$ cat src/rtl/baud_pkg.sv
// baud_pkg: shared widths, config record and divisor clamp for the fractional baud generator
package baud_pkg;
  localparam int DIV_W = 16;
  localparam int FRAC_W = 4;
  localparam int MIN_DIV = 2;
  typedef struct packed {
    logic [DIV_W-1:0] div_int;
    logic [FRAC_W-1:0] div_frac;
  } baud_cfg_t;
  function automatic logic [DIV_W-1:0] clamp_div(input logic [DIV_W-1:0] d);
    return (d < DIV_W'(MIN_DIV)) ? DIV_W'(MIN_DIV) : d;
  endfunction
endpackage

$ cat src/rtl/baud_frac_div.sv
// baud_frac_div: fractional clock divider producing one wrap pulse per oversample period
module baud_frac_div
  import baud_pkg::*;
(
  input  logic      clk,
  input  logic      rst_n,
  input  logic      en,
  input  logic      sync,
  input  logic      clr,
  input  baud_cfg_t cfg,
  output logic      wrap
);
  logic [DIV_W-1:0] cnt;
  logic [FRAC_W-1:0] acc;
  logic carry;
  logic [DIV_W:0] period;
  // >= rather than == keeps a divisor shrunk while frozen from running cnt past the period
  always_comb begin
    period = {1'b0, cfg.div_int} + (DIV_W+1)'(carry);
    wrap = en && !sync && (({1'b0, cnt} + (DIV_W+1)'(1)) >= period);
  end
  always_ff @(posedge clk) begin
    if (!rst_n || sync) begin
      cnt <= '0;
      acc <= '0;
      carry <= 1'b0;
    end else begin
      if (en) cnt <= wrap ? '0 : cnt + DIV_W'(1);
      if (clr) {carry, acc} <= '0;
      else if (wrap) {carry, acc} <= {1'b0, acc} + {1'b0, cfg.div_frac};
    end
  end
endmodule

$ cat src/rtl/baud_gen_frac.sv
// baud_gen_frac: oversample and bit tick generator with shadowed fractional divisor
module baud_gen_frac #(
  parameter int DIV_W = baud_pkg::DIV_W,
  parameter int FRAC_W = baud_pkg::FRAC_W,
  parameter int OVS = 16,
  parameter int RST_DIV_INT = 326,
  parameter int RST_DIV_FRAC = 0
) (
  input  logic                    i_clk,
  input  logic                    i_br_rst_n,
  input  logic                    i_en,
  input  logic                    i_sync,
  input  logic                    i_cfg_we,
  input  logic [DIV_W-1:0]        i_div_int,
  input  logic [FRAC_W-1:0]       i_div_frac,
  output logic                    o_s_tick,
  output logic                    o_b_tick,
  output logic [$clog2(OVS)-1:0]  o_ovs_cnt,
  output logic                    o_cfg_pend
);
  import baud_pkg::*;
  localparam int OW = $clog2(OVS);
  localparam baud_cfg_t RST_CFG = {DIV_W'(RST_DIV_INT), FRAC_W'(RST_DIV_FRAC)};
  baud_cfg_t active, shadow;
  logic wrap, apply, last;
  always_comb begin
    apply = o_cfg_pend && (wrap || i_sync || !i_en);
    last = o_ovs_cnt == OW'(OVS-1);
  end
  baud_frac_div u_div (
    .clk   (i_clk),
    .rst_n (i_br_rst_n),
    .en    (i_en),
    .sync  (i_sync),
    .clr   (apply),
    .cfg   (active),
    .wrap  (wrap)
  );
  // a write on an apply edge lands in the shadow and stays pending for the next apply point
  always_ff @(posedge i_clk) begin
    if (!i_br_rst_n) begin
      active <= RST_CFG;
      shadow <= RST_CFG;
      o_cfg_pend <= 1'b0;
      o_ovs_cnt <= '0;
      o_s_tick <= 1'b0;
      o_b_tick <= 1'b0;
    end else begin
      if (apply) active <= shadow;
      if (i_cfg_we) shadow <= {clamp_div(i_div_int), i_div_frac};
      o_cfg_pend <= i_cfg_we || (o_cfg_pend && !apply);
      o_s_tick <= wrap;
      o_b_tick <= wrap && last;
      o_ovs_cnt <= i_sync ? '0 : wrap ? (last ? '0 : o_ovs_cnt + OW'(1)) : o_ovs_cnt;
    end
  end
endmodule

$ cat config.mk
export PLATFORM = sky130hd
export DESIGN_NAME = baud_gen_frac
export DESIGN_NICKNAME = d
export VERILOG_FILES = /design/src/rtl/baud_pkg.sv /design/src/rtl/baud_frac_div.sv /design/src/rtl/baud_gen_frac.sv
export SDC_FILE = /design/constraint.sdc
export NUM_CORES = 1
export LEC_CHECK = 0
export ABC_AREA = 1
export CORE_ASPECT_RATIO = 0.9
export CORE_UTILIZATION = 29
export DETAILED_ROUTE_END_ITERATION = 10
export GPL_TIMING_DRIVEN = 0
export PLACE_DENSITY = 0.57
export SKIP_CTS_REPAIR_TIMING = 1
export SLEW_MARGIN = 25
export SYNTH_ARGS = -nofsm -noshare
export SYNTH_HDL_FRONTEND = slang
export SYNTH_SLANG_ARGS = --single-unit
$ cat constraint.sdc
create_clock -name i_clk -period 2.9 [get_ports i_clk]
set_clock_uncertainty 0.1 [all_clocks]
set_input_delay 0.435 -clock i_clk [delete_from_list [all_inputs] [get_ports i_clk]]
set_output_delay 0.435 -clock i_clk [all_outputs]
set_load 0.005 [all_outputs]
# == Word level (Yosys, flattened, before mapping) ==
# Index checks and enable logic that the tools add are counted.
# W data, S select, Z words.
# word_totals
register_bits,68
input_bits,25
output_inout_bits,7
# classes
n_addsub,5
magnitude_cmp,2
eq_ne,1
n_mux,3
bitwise,1
reduce_logical,15
# op_table
cell,n
$mux W16,2
$add A16 B1 Y17,1
$add A16 B1 Y17 const B,1
$ge A17 B17 Y1,1
$add A16 B1 Y16 const B,1
$lt A16 B2 Y1 const B,1
$add A4 B4 Y5,1
$logic_and A1 B1 Y1,5
$add A4 B1 Y4 const B,1
$eq A4 B4 Y1 const B,1
$logic_not A1 Y1,4
$logic_or A1 B1 Y1,4
$mux W4,1
$reduce_or A2 Y1,2
$not A1 Y1,1

# == Depth between registers and ports, before layout ==
# logic_depth
word_depth,9
ltp_mapped,21
ltp_nobuf,20

# == By module ==
# A second synthesis with hierarchy kept.
# hier_totals
cells_unflattened,552
area_unflattened_um2,3852.4
# by_module_without_submodules
mod,instances,cells_per_inst,area_per_inst_um2
baud_frac_div,1,328,2138.3
baud_gen_frac,1,224,1714.1

# == Worst setup path after synthesis ==
# No wires, ideal clock.
# synth_timing
path_type,register -> register
start,register active[4] (netlist name)
end,register active[13] (netlist name)
setup_time_ns,0.115
t_arrival_ns,2.790
required_time_ns,2.685
slack_ns,-0.105
path_stages_with_launch,21
period_less_slack_ns,3.005
path_cell_list,dfxtp_1 ha_1 ha_1 nand4_1 nor2_2 nand3_1 nor2_1 nand2_1 nor3_2 nand3_1 ha_1 nand2_2 inv_2 nand2_1 nand2_1 o21bai_4 nor2_4 nand3_4 buf_4 a21oi_1 nor2_1
# synth_between
elab_chain_cells,6
# synth_lines
element,line,text
start: declaration,baud_gen_frac.sv:24,"baud_cfg_t active, shadow;"
start signal: assignment,baud_gen_frac.sv:49,if (apply) active <= shadow;
$add A16 B1 Y17,baud_frac_div.sv:19,"period = {1'b0, cfg.div_int} + (DIV_W+1)'(carry);"
$ge A17 B17 Y1,baud_frac_div.sv:20,"wrap = en && !sync && (({1'b0, cnt} + (DIV_W+1)'(1)) >= period);"
$logic_and A1 B1 Y1,baud_frac_div.sv:20,
$logic_or A1 B1 Y1 (2 in series),baud_gen_frac.sv:27,apply = o_cfg_pend && (wrap || i_sync || !i_en);
$logic_and A1 B1 Y1,baud_gen_frac.sv:27,
# No other way between the ends.
# A chain may end at the register's enable or synchronous reset.

# == Final worst setup path ==
# layout_timing
start,register active[4] (netlist name)
end,register active[4] (netlist name)
# Same word-level chain as after synthesis.

==> metrics.txt <==
status finished, violations left; failing checks setup timing; starting DRC count in detailed routing 201; Synth Warn # 0; global-route wire length before repair 16.2 mm; gpl congestion 0.814; maximum clock path buffer count 2; Flop pwr share 40.2%; post-synthesis cell type count 38; ys flop type dfxtp_1; DR vias 3653; CP Launch Type register; initial antenna violation count 0; Reg-to-Reg Start active[4]; Leak Pwr 2.18 nW; largest net degree at the start of global routing 12; setup ws final -0.412 ns; post-synthesis sequential area ratio 33.0%; Crit. Startpoint active[4]; EDFF count, synth 0; Power Dens Cells 471 nW/µm²; overall die area 14700 µm²; Fill cells 1409; Max Cap Viol 0; Worst Path Required 3.03 ns; Sequential Area 1370 µm²; Slew headroom 53.2%; antenna-violating nets left 0; Async S/R FF share, synth 0%; Design Area, Final 5320 µm²; die height 115 µm; switching share of power 24.3%; Mean Syn Cell Area 7.49 µm²; hold_sp i_en; vias per cell 4.58; CTS tree built; Final Util 39.1%; Max Fclk 0.302 GHz; Starting Density 30.3%; clock power share 48.1%; Worst EP arrival 3.44 ns; diode count 0; Post-Place Cell Area 4690 µm²; syn_nets 602; H-Tree Depth 3; Remaining Overflow, GRT 0; vias in the first global route 3425; kind of critical path reg2reg; CTS Root Cell clkbuf_16; drt pass-1 iters 4; post-synthesis cell area 4130 µm²; Final min period 3.31 ns; Slew @ Worst Pin 0.703 ns; commonest non-fill, non-tap cell in the layout nand2_1; post-placement setup slack -0.423 ns; DRC viols 0; final setup fails 48; GRT Total Usage 14.0%; Fin Setup TNS -16.37 ns; HPWL Detailed 7.39 mm; DRT Wirelength 10.0 mm; core area 13600 µm²; clock-pin slew on the worst setup and hold paths 0.06 ns; I/O pins 32; most frequent cells in the layout nand2_1 (102), dfxtp_1 (66), inv_1 (65), nor2_1 (40), nand3_1 (34); Comb power frac 11.7%; Yosys reg bits 68; crit end category register; Sw Pwr 0.000609 W; multi-input logic area 2580 µm²; internal power 0.00190 W; TritonCTS Sinks 68; Post-Syn Instances 551; period utilization 114%; I/O Buffers 29; final hold vios 0; Die Wd 128 µm; RSZ-0062 raised after global routing true; clk_lat worst skew 0.34 ns; TritonCTS buffer count 9; Hold Crit Class in2reg; Std-Cell Rows 40; share of layout cells above drive strength 1 22.3%; NumNets Final 655; largest fanout on the critical path 10; Wirelength per Cell 12.6 µm; peak supply drop 0.000268 V; number of max-slew violations in the final report 0; P&R area growth vs syn 28.8%; fin cells 798; DP Cell Count 769
[sequential cells by signal (all words and copies together) (netlist names)]
name and cells:
u_div.carry 1, active 20, o_s_tick 1, shadow 20, u_div.cnt 16, o_ovs_cnt 4
o_cfg_pend 1, u_div.acc 4, o_b_tick 1
[worst max-delay path, cell delays in order, from the launching register on]
cell and delay, ns:
dfxtp_4 0.36, ha_4 0.14, ha_4 0.13, nand4_1 0.15, nor2_2 0.18, nand3_2 0.12, nor2_4 0.17, nand2_4 0.07
nor3_4 0.18, xnor2_1 0.15, ha_1 0.26, nand2_1 0.08, nand2_1 0.05, nand2_1 0.06, nand2_2 0.06, o21bai_4 0.18
nor2_4 0.16, nand3_4 0.18, buf_8 0.22, a21oi_2 0.14, nor2_2 0.05
[cells in the mapped netlist, types with 2 or more instances]
library cell | number | share of area, %
nand2_1 | 110 | 10
dfxtp_1 | 68 | 33
inv_1 | 65 | 5.9
nor2_1 | 44 | 4.0
nand3_1 | 43 | 5.2
a21oi_1 | 38 | 4.6
ha_1 | 25 | 7.6
xor2_1 | 21 | 4.5
nand3_2 | 18 | 4.4
a21oi_2 | 16 | 3.4
a211oi_1 | 11 | 2.0
clkbuf_1 | 10 | 0.91
o21ai_0 | 10 | 1.2
nand4_1 | 9 | 1.4
nor2_2 | 9 | 1.4
nor3_1 | 6 | 0.73
buf_2 | 5 | 0.61
xnor2_1 | 5 | 1.1
buf_6 | 4 | 1.1
inv_2 | 4 | 0.36
nand2_2 | 4 | 0.61
nor2_4 | 3 | 0.82
nor4_1 | 3 | 0.45
buf_1 | 2 | 0.18
nand2_4 | 2 | 0.55
nand3_4 | 2 | 0.85
nand3b_1 | 2 | 0.36
nor3_2 | 2 | 0.49
[per-stage QoR]
step | power (W) | hold slack (ns)
floorplan | 0.00120 | 0.330
CTS | 0.00250 | 0.334
finish | 0.00251 | 0.338
global placement | 0.00128 | 0.345
global route | 0.00260 | 0.361
detailed placement | 0.00129 | 0.355
[per-layer routing]
metal | vias up | GRT usage, % | wire, µm
met5 | - | 0 | 0
met4 | 0 | 5.18 | 140
met3 | 11 | 3.54 | 308
met2 | 57 | 22.6 | 4510
met1 | 1681 | 18.2 | 5070
li1 | 1904 | - | -
[cells by family (layout without fill, tap and decap cells)]
| family | after synthesis | after routing | synth area share [%] |
|---|---|---|---|
| flops | 68 | 68 | 33.0 |
| simple gates | 259 | 260 | 31.5 |
| fa+ha+maj | 26 | 26 | 8.07 |
| xor+xnor | 27 | 27 | 5.91 |
| buf+inv | 92 | 149 | 9.34 |
| compound gates | 79 | 79 | 12.2 |
[power groups by stage]
stage / registers (W) / logic, W / clock network (W)
global placement: 0.00102 / 0.000260 / 0
finish: 0.00101 / 0.000293 / 0.00121
floorplan: 0.00102 / 0.000185 / 0
CTS: 0.00101 / 0.000267 / 0.00123
global route: 0.00101 / 0.000325 / 0.00127
detailed placement: 0.00103 / 0.000265 / 0
[worst paths after layout]
check	end	cells after the start	slack, ns
min	u_div.cnt[1]	3	0.34
min reg2reg	shadow[3]	2	0.36
max	active[4]	20	-0.41
max reg2reg	active[4]	20	-0.41
[cell type report]
class | instances | area share (%)
Multi-Input combinational cell | 392 | 48.6
Clock buffer | 13 | 4.90
Tap cell | 189 | 4.45
Timing Repair Buffer | 41 | 7.60
Sequential cell | 68 | 25.7
Inverter | 70 | 4.94
Clock inverter | 3 | 1.29
Buffer | 22 | 2.52
No activity file was read; power rests on OpenSTA's default activity.
